**src/rtl/rr_arb_lock_tree.sv**
```systemverilog
// ---------------------------------------------------------------------------
// rr_arb_lock_tree
//   Round-robin arbiter that merges NumIn requesters onto one output port.
//   Features:
//   - Fair pointer: the next scan starts at the last winner + 1, or at
//     pointer + 1 when FairArb=0.
//   - Decision lock: while the output is stalled, the selection is held.
//   - flush_i: synchronous clear of the pointer and the lock.
//   - Optional one-entry output pipeline register.
//
// Configuration macro: RR_ARB_LOCK_TREE_OUT_REG_EN
//   defined   : req_o/data_o/idx_o come from a full-throughput register
//               (1-cycle latency).
//   undefined : combinational path from req_i to req_o/data_o/idx_o.
//
// Ports:
//   clk_i    clock, rising edge
//   rst_i    synchronous active-high reset
//   flush_i  synchronous clear of the pointer and the lock
//   req_i    per-input request             gnt_o   per-input grant (one-hot/zero)
//   data_i   per-input payload             data_o  selected payload
//   req_o    output request                gnt_i   output grant
//   idx_o    index of the selected input
// ---------------------------------------------------------------------------
module rr_arb_lock_tree #(
  parameter int unsigned NumIn     = 8,
  parameter int unsigned DataWidth = 32,
  parameter bit          FairArb   = 1'b1,
  parameter bit          LockIn    = 1'b1,
  parameter int unsigned IdxWidth  = (NumIn > 32'd1) ? $clog2(NumIn) : 32'd1
) (
  input  logic                            clk_i,
  input  logic                            rst_i,
  input  logic                            flush_i,
  input  logic [NumIn-1:0]                req_i,
  output logic [NumIn-1:0]                gnt_o,
  input  logic [NumIn-1:0][DataWidth-1:0] data_i,
  output logic                            req_o,
  input  logic                            gnt_i,
  output logic [DataWidth-1:0]            data_o,
  output logic [IdxWidth-1:0]             idx_o
);

  localparam logic [IdxWidth:0]   NUM_IN_EXT = (IdxWidth + 1)'(NumIn);
  localparam logic [IdxWidth-1:0] LAST_IDX   = IdxWidth'(NumIn - 32'd1);

  logic [IdxWidth-1:0] rr_q;
  logic [IdxWidth-1:0] lock_idx_q;
  logic                lock_q;
  logic [IdxWidth-1:0] scan_idx;
  logic [IdxWidth-1:0] sel;
  logic [IdxWidth-1:0] rr_base;
  logic [IdxWidth-1:0] rr_next;
  logic [IdxWidth:0]   cand;
  logic                found;
  logic                lock_hit;
  logic                arb_valid;
  logic                arb_ready;
  logic                hs;
  logic                stall;

  // Cyclic first-requester search starting at the pointer, modulo NumIn
  always_comb begin
    scan_idx = '0;
    found    = 1'b0;
    cand     = '0;
    for (int unsigned k = 0; k < NumIn; k++) begin
      cand     = {1'b0, rr_q} + (IdxWidth + 1)'(k);
      cand     = (cand >= NUM_IN_EXT) ? (cand - NUM_IN_EXT) : cand;
      scan_idx = (!found && req_i[cand[IdxWidth-1:0]]) ? cand[IdxWidth-1:0] : scan_idx;
      found    = found | req_i[cand[IdxWidth-1:0]];
    end
  end

  // A held lock only overrides the scan while its requester is still asking
  assign lock_hit  = lock_q & req_i[lock_idx_q];
  assign sel       = lock_hit ? lock_idx_q : scan_idx;
  assign arb_valid = |req_i;
  assign hs        = arb_valid & arb_ready;
  assign stall     = arb_valid & ~arb_ready;

  // Next pointer: winner+1 (fair) or pointer+1, wrapping at NumIn-1
  always_comb begin
    rr_base = FairArb ? sel : rr_q;
    rr_next = (rr_base == LAST_IDX) ? '0 : (rr_base + IdxWidth'(1'b1));
  end

  // Grant goes only to the selected input, and only when it really requests
  always_comb begin
    gnt_o      = '0;
    gnt_o[sel] = arb_ready & req_i[sel];
  end

  if (NumIn > 1) begin : g_ptr
    // Priority pointer and stall lock; flush has priority over a handshake
    always_ff @(posedge clk_i) begin
      if (rst_i || flush_i) begin
        rr_q       <= '0;
        lock_q     <= 1'b0;
        lock_idx_q <= '0;
      end else begin
        if (hs) begin
          rr_q <= rr_next;
        end else begin
          rr_q <= rr_q;
        end
        // Lock follows the stall: set on stall, cleared on handshake or idle
        lock_q     <= LockIn & stall;
        lock_idx_q <= sel;
      end
    end
  end else begin : g_single
    assign rr_q       = '0;
    assign lock_q     = 1'b0;
    assign lock_idx_q = '0;
  end

`ifdef RR_ARB_LOCK_TREE_OUT_REG_EN
  logic                 valid_q;
  logic [DataWidth-1:0] data_q;
  logic [IdxWidth-1:0]  idx_q;

  // Accept a new entry whenever the slot is empty or being drained
  assign arb_ready = ~valid_q | gnt_i;

  // One-entry output pipeline register; untouched by flush
  always_ff @(posedge clk_i) begin
    if (rst_i) begin
      valid_q <= 1'b0;
      data_q  <= '0;
      idx_q   <= '0;
    end else if (arb_ready) begin
      valid_q <= arb_valid;
      if (arb_valid) begin
        data_q <= data_i[sel];
        idx_q  <= sel;
      end else begin
        data_q <= data_q;
        idx_q  <= idx_q;
      end
    end else begin
      valid_q <= valid_q;
      data_q  <= data_q;
      idx_q   <= idx_q;
    end
  end

  assign req_o  = valid_q;
  assign data_o = data_q;
  assign idx_o  = idx_q;
`else
  assign arb_ready = gnt_i;
  assign req_o     = arb_valid;
  assign data_o    = data_i[sel];
  assign idx_o     = sel;
`endif

`ifndef SYNTHESIS
  rr_arb_lock_tree_chk #(
    .NumIn    (NumIn),
    .IdxWidth (IdxWidth)
  ) u_chk (
    .clk_i      (clk_i),
    .rst_i      (rst_i),
    .lock_q     (lock_q),
    .lock_idx_q (lock_idx_q),
    .req_i      (req_i),
    .gnt_o      (gnt_o)
  );
`endif

endmodule

// ---------------------------------------------------------------------------
// rr_arb_lock_tree_chk
//   Simulation-only protocol checker for rr_arb_lock_tree.
//   Ports: clock/reset, lock state, requests, and grants of the arbiter.
// ---------------------------------------------------------------------------
module rr_arb_lock_tree_chk #(
  parameter int unsigned NumIn    = 8,
  parameter int unsigned IdxWidth = 3
) (
  input logic                clk_i,
  input logic                rst_i,
  input logic                lock_q,
  input logic [IdxWidth-1:0] lock_idx_q,
  input logic [NumIn-1:0]    req_i,
  input logic [NumIn-1:0]    gnt_o
);

  // A locked requester must hold its request; grants are never multi-hot
  always @(posedge clk_i) begin
    if (!rst_i) begin
      assert (!(lock_q && !req_i[lock_idx_q]));
      assert ($onehot0(gnt_o));
    end
  end

endmodule
```
**config.mk**
```make
export PLATFORM = sky130hd
export DESIGN_NAME = rr_arb_lock_tree
export DESIGN_NICKNAME = d
export VERILOG_FILES = /design/src/rtl/rr_arb_lock_tree.sv
export SDC_FILE = /design/constraint.sdc
export NUM_CORES = 1
export LEC_CHECK = 0
export ABC_CLOCK_PERIOD_IN_PS = 10500
export CORE_AREA = 2 2 120 122
export DETAILED_ROUTE_END_ITERATION = 6
export DIE_AREA = 0 0 122 124
export PLACE_DENSITY = 0.79
export SLEW_MARGIN = 10
export SYNTH_ARGS = -nofsm -noshare
export SYNTH_HDL_FRONTEND = slang
export SYNTH_SLANG_ARGS = --single-unit
export TNS_END_PERCENT = 1
```
**constraint.sdc**
```tcl
create_clock -name clk_i -period 10.5 [get_ports clk_i]
set_input_delay 2.1 -clock clk_i [delete_from_list [all_inputs] [get_ports clk_i]]
set_output_delay 2.1 -clock clk_i [all_outputs]
set_load 0.05 [all_outputs]
```
== Yosys cells after proc, flatten, opt, wreduce, memory -nomap -nowiden ==
Cells that the tools add are included.
Storage, ports and cells
  flip-flop bits (word level): 7
  output and inout port bits: 44
  word-level logic and storage cells: 110
Operators by class
  $add $sub $neg: 16
  $lt $le $gt $ge: 19
  eq/ne operators: 1
  multiplexer cells: 42
  bitwise operators: 12
  reduce and logical (&&, ||, !) cells: 17
Operators with widths (number)
  32-bit binary-select mux with 3-bit select: 1
  3-bit two-way mux: 18
  3-bit by 4-bit less-than comparator with 1-bit output (second input constant): 10
  32-bit two-way mux: 1
  1-bit binary-select mux with 3-bit select: 10
  4-bit >= comparator (second input constant): 7
  3-bit by 1-bit subtractor with 3-bit output (second input constant): 8
  3-bit by 3-bit adder with 4-bit output (second input constant): 4
  1-bit two-way mux: 11
  3-bit by 2-bit adder with 4-bit output (second input constant): 2
  8-bit bitwise AND: 1
  1-bit logical AND: 8
  8-bit OR reduction: 1
  1-bit zero test: 7
  1-bit bitwise OR: 6
  3-bit by 1-bit adder with 4-bit output (second input constant): 1
  1-bit bitwise AND: 4
  3-bit by 4-bit >= comparator with 1-bit output (second input constant): 1
  3-bit by 1-bit adder with 3-bit output (second input constant): 1
  1-bit demux with 3-bit select: 1
  3-bit == test (second input constant): 1
  3-bit by 1-bit >= comparator with 1-bit output (second input constant): 1
  1-bit logical OR: 1
  1-bit inverter: 1

== Logic depth before layout (Yosys ltp) ==
  depth in word-level cells: 20
  gate-level depth with buffers: 20
  depth with buffers taken out: 14

== Worst setup path before layout ==
No wires, ideal clock.
  path type: in2out
  start point: input port req_i[0]
  end point: output port gnt_o[1]
  arrival: 5.918 ns
  path slack: 2.482 ns
  stages on the path: 13
  path buffers: 4
  cells stage by stage: buf_2 -> mux4_2 -> mux2_2 -> mux2_2 -> a21oi_1 -> o32ai_1 -> a211oi_2 -> or2_4 -> inv_4 -> buf_12 -> buf_6 -> buf_2 -> nor4_1
Between the ends
  cells in the longest elaborated chain, start to end: 17
RTL lines
  start: declaration: RTL line 35  | input logic [NumIn-1:0] req_i,
  1-bit binary-select mux with 3-bit select: RTL line 70, 71
  1-bit two-way mux (implied by the code): RTL line 70, 71
  1-bit zero test or 1-bit bitwise OR (tied branches): RTL line 70, 71
  1-bit logical AND, or another cell as far along: RTL line 70  | scan_idx = (!found && req_i[cand[IdxWidth-1:0]]) ? cand[IdxWidth-1:0] : scan_idx;
  3-bit two-way mux, or another cell as far along (5 in a row): RTL line 70
  3-bit two-way mux or 1-bit logical AND (tied branches): RTL line 70
  3-bit two-way mux: RTL line 70
  3-bit two-way mux: RTL line 77  | assign sel = lock_hit ? lock_idx_q : scan_idx;
  3-bit by 4-bit less-than comparator with 1-bit output (implied by the code) or 3-bit by 1-bit >= comparator with 1-bit output (tied branches): RTL line 91  | gnt_o[sel] = arb_ready & req_i[sel];
  1-bit logical AND (implied by the code): RTL line 91
  1-bit two-way mux (implied by the code): RTL line 91
  1-bit demux with 3-bit select: RTL line 91
  8-bit bitwise AND (no line) *
  end: declaration: RTL line 36  | output logic [NumIn-1:0] gnt_o,
Every way passes the cells marked *; elsewhere a longest branch is shown, timed or not. The select of a mux whose other input is x is not followed.

== Final worst setup path ==
  start point: input port req_i[0]
  end point: output port data_o[11]
Between the ends
  cells in the longest elaborated chain, start to end: 14
RTL lines
  1-bit binary-select mux with 3-bit select: RTL line 70, 71
  1-bit two-way mux (implied by the code): RTL line 70, 71
  1-bit zero test or 1-bit bitwise OR (tied branches): RTL line 70, 71
  1-bit logical AND, or another cell as far along: RTL line 70
  3-bit two-way mux, or another cell as far along (5 in a row): RTL line 70
  3-bit two-way mux or 1-bit logical AND (tied branches): RTL line 70
  3-bit two-way mux: RTL line 70
  3-bit two-way mux *: RTL line 77
  32-bit binary-select mux with 3-bit select *: RTL line 154  | assign data_o = data_i[sel];
  32-bit two-way mux (implied by the code) *: RTL line 154
  end: declaration: RTL line 40  | output logic [DataWidth-1:0] data_o,
Marks and branches as above.

==> flow_metrics.py <==
metrics = {
    "global_routing": {
        "antenna_found_initial": 1,
        "grt_pass1_wl_microns": 27400,
        "grt_pass1_vias": 4818,
        "overflow": 0,
        "grt_max_degree": 68,
        "grt_usage": 0.237,
    },
    "setup_path": {
        "path_common_cell": "clkdlybuf4s50_1",
        "timing.rr.start": "rr_q[1]",
        "critPathLaunchType": "input pin",
        "critPathKind": "input pin to output port",
        "r2r_cells": 13,
        "cp.arrival_ns": 7.15,
        "crit_chain": "clkdlybuf4s50_1, mux4_2, mux2_2, nor2_4, nor4b_2, a221o_1, a211oi_2, or2_4, inv_4, nor2_1, a221oi_1, o21ai_1, clkdlybuf4s50_1",
        "path_delay_family": "buffers and inverters",
        "cp_max_fo": 67,
        "cp-end-kind": "output port",
        "r2r_slack_ns": 5.24,
        "rr_endpoint": "rr_q[0]",
        "path_buf_inv": 3,
        "critPathRequiredTime_ns": 8.40,
        "cp_slowest_cell": "clkdlybuf4s50_1",
        "critPathMaxStageDelay_ns": 0.76,
    },
    "clocking": {
        "clkTransAtPathRegs_ns": 0.03,
        "cts_resized": 0,
        "clk-insertion-delay-late_ns": 0.23,
        "cts_root_buf": "clkbuf_16",
        "cts_max_level": 1,
        "cts.sinks": 7,
        "cts_buffer_depth": 2,
        "hold_buffers": 0,
        "post_cts_buffers": 0,
        "cts-buffers-inserted": 3,
        "cts_tree": "built",
    },
    "floorplanning": {
        "die_w_microns": 122,
        "core-area_sq_um": 13700,
        "ios": 312,
        "initial_core_util": 0.266,
        "dieArea_sq_um": 15100,
        "rows": 43,
        "die_h_microns": 124,
    },
    "synth": {
        "synth_cell_type_count": 69,
        "synth_compound_area_frac": 0.237,
        "yosysSeqAreaShare": 0.0384,
        "ys_ff_latch": 7,
        "synthAdderAreaFrac": 0.0137,
        "synthSimpleGateAreaFrac": 0.220,
        "synth_xor_area_frac": 0.00719,
        "synthMuxAreaShare": 0.400,
        "synth_flop_cell": "dfxtp_1",
        "yosys_warnings": 0,
        "syn_area_sq_um": 3650,
        "synth_edf_count": 0,
        "syn_inst": 457,
        "ys_async_sr_fraction": 0,
        "synth_top_family_by_area": "multiplexers",
        "synthesis.nets": 729,
        "synth_area_per_cell_sq_um": 7.99,
    },
    "detailed_routing": {
        "dr.pass1.iters": 5,
        "wl_microns": 19400,
        "dr.first_iter.drc_count": 332,
        "via_count": 4972,
        "viasPerCell": 5.40,
        "drc_errors": 0,
        "wl_per_cell_microns": 21.0,
        "ant_nets": 0,
    },
    "placed_design": {
        "gp_congestion": 0.897,
        "port-buffer-count": 311,
        "dp_hpwl_microns": 16100,
    },
    "finish": {
        "layout_common_cells": "clkdlybuf4s50_1 (300), nand2_1 (80), mux2i_1 (71)",
        "nets": 1014,
        "areaGrowthSynthToFinish_pct": 88.6,
        "final_common_cell": "clkdlybuf4s50_1",
        "n_fill_cell": 1318,
        "drive_gt1_frac": 0.115,
        "n_antenna_cell": 0,
    },
    "sta": {
        "drv_slew": 0,
        "finalHoldViolations": 0,
        "max_freq_mhz": 108,
        "tightestPinTransition_ns": 0.885,
        "relSlewSlack": 0.410,
        "rsz0062_at_grt": "no",
        "skew_ns": 0.000869,
        "setup_viol": 0,
        "tns_ns": 0,
        "hold_ws_ns": 0.722,
        "post-route-period-util": 0.881,
        "fin_crit_ns": 9.25,
    },
    "power_and_ir_drop": {
        "power.density_nw_per_um2": 270,
        "vdd_drop_max_v": 0.000122,
        "power.leakage_nw": 2.53,
    },
    "flow_run": {
        "drv_cap": 0,
    },
    "worst_hold_path": {
        "hold_start": "rr_q[0]",
        "hold_path_depth": 3,
        "hold-path-endpoint": "rr_q[0]",
        "hold_path_class": "register to register",
    },
    "run_status": {
        "outcome": "completed",
    },
}
-- worst max-delay path by stage --
stage | depth (start not counted) | from | endpoint | slack [ns]
floorplan | 13 | req_i[0] | gnt_o[1] | 2.48
global placement | 14 | req_i[0] | data_o[28] | 1.38
detailed placement | 14 | req_i[0] | data_o[28] | 1.33
CTS | 14 | req_i[0] | data_o[28] | 1.29
global route | 13 | req_i[0] | data_o[11] | 1.02
finish | 13 | req_i[0] | data_o[11] | 1.25
-- kinds of logic after synthesis --
group	count (synthesis)
adder cells (fa/ha/maj)	4
multiplexers	117
flip-flops	7
buffers and inverters	48
AND/OR/NAND/NOR	176
XOR/XNOR	3
AO/OA/AOI/OAI	102
-- per-stage QoR --
step / setup slack [ns] / util / cell area (sq um) / std cells / power, mW
after floorplan: 2.48 / - / 3650 / 457 / 1.23
after global placement: 1.38 / 0.496 / 6810 / 917 / 1.79
after detailed placement: 1.33 / 0.496 / 6810 / 917 / 1.79
after CTS: 1.29 / 0.502 / 6890 / 921 / 1.86
after global routing: 1.02 / 0.502 / 6890 / 921 / 1.96
final: 1.25 / 0.502 / 6890 / 921 / 1.86
-- report_power, final --
group	internal [mW]	total [mW]	switching [mW]	leakage, nW
Sequential	0.0303	0.0372	0.00682	0.0570
Combinational	0.657	1.76	1.10	2.44
Clock	0.0506	0.0655	0.0149	0.0382
Total	0.738	1.86	1.12	2.53
-- registers in the layout, summed over array words and instances, names as in the netlist --
signal / count
rr_q: 3
lock_idx_q: 3
lock_q: 1
-- tightest hold or removal path, cell delays in order (launching register included) --
cell and delay [ns]:
dfxtp_1 0.31, buf_4 0.22, nand2_1 0.08, a21oi_1 0.06
-- area by class of cell --
type                            instances  area (sq um)  area share
Multi-Input combinational cell        402          3210       0.466
Sequential cell                         7           140      0.0203
Tap cell                              180           225      0.0327
Timing Repair Buffer                  320          3200       0.465
Clock buffer                            4          78.8      0.0114
Inverter                                8          32.5     0.00472
-- routing by layer --
metal	track usage	part of all wire
met3	0.0655	0.11
met4	0.0445	0.011
met5	0	0.00062
met2	0.395	0.49
met1	0.310	0.40
-- synth_stat cells (all sizes together), types with 4 or more instances --
| cell | n | area (sq um) |
|---|---|---|
| a211oi | 4 | 35.0 |
| a21oi | 15 | 75.1 |
| a221o | 6 | 60.1 |
| a221oi | 15 | 131 |
| a22o | 4 | 35.0 |
| a22oi | 5 | 56.3 |
| a32o | 12 | 120 |
| and3 | 5 | 31.3 |
| buf | 35 | 254 |
| clkbuf | 5 | 18.8 |
| dfxtp | 7 | 140 |
| ha | 4 | 50.1 |
| inv | 7 | 28.8 |
| mux2 | 26 | 300 |
| mux2i | 71 | 711 |
| mux4 | 20 | 450 |
| nand2 | 80 | 300 |
| nand3 | 19 | 95.1 |
| nand4 | 4 | 25.0 |
| nor2 | 42 | 168 |
| nor2b | 4 | 25.0 |
| nor3 | 7 | 45.0 |
| o211ai | 4 | 30.0 |
| o21ai | 5 | 25.0 |
| o22ai | 4 | 25.0 |
| or2 | 4 | 27.5 |
Power figures use the tool's default switching activity.
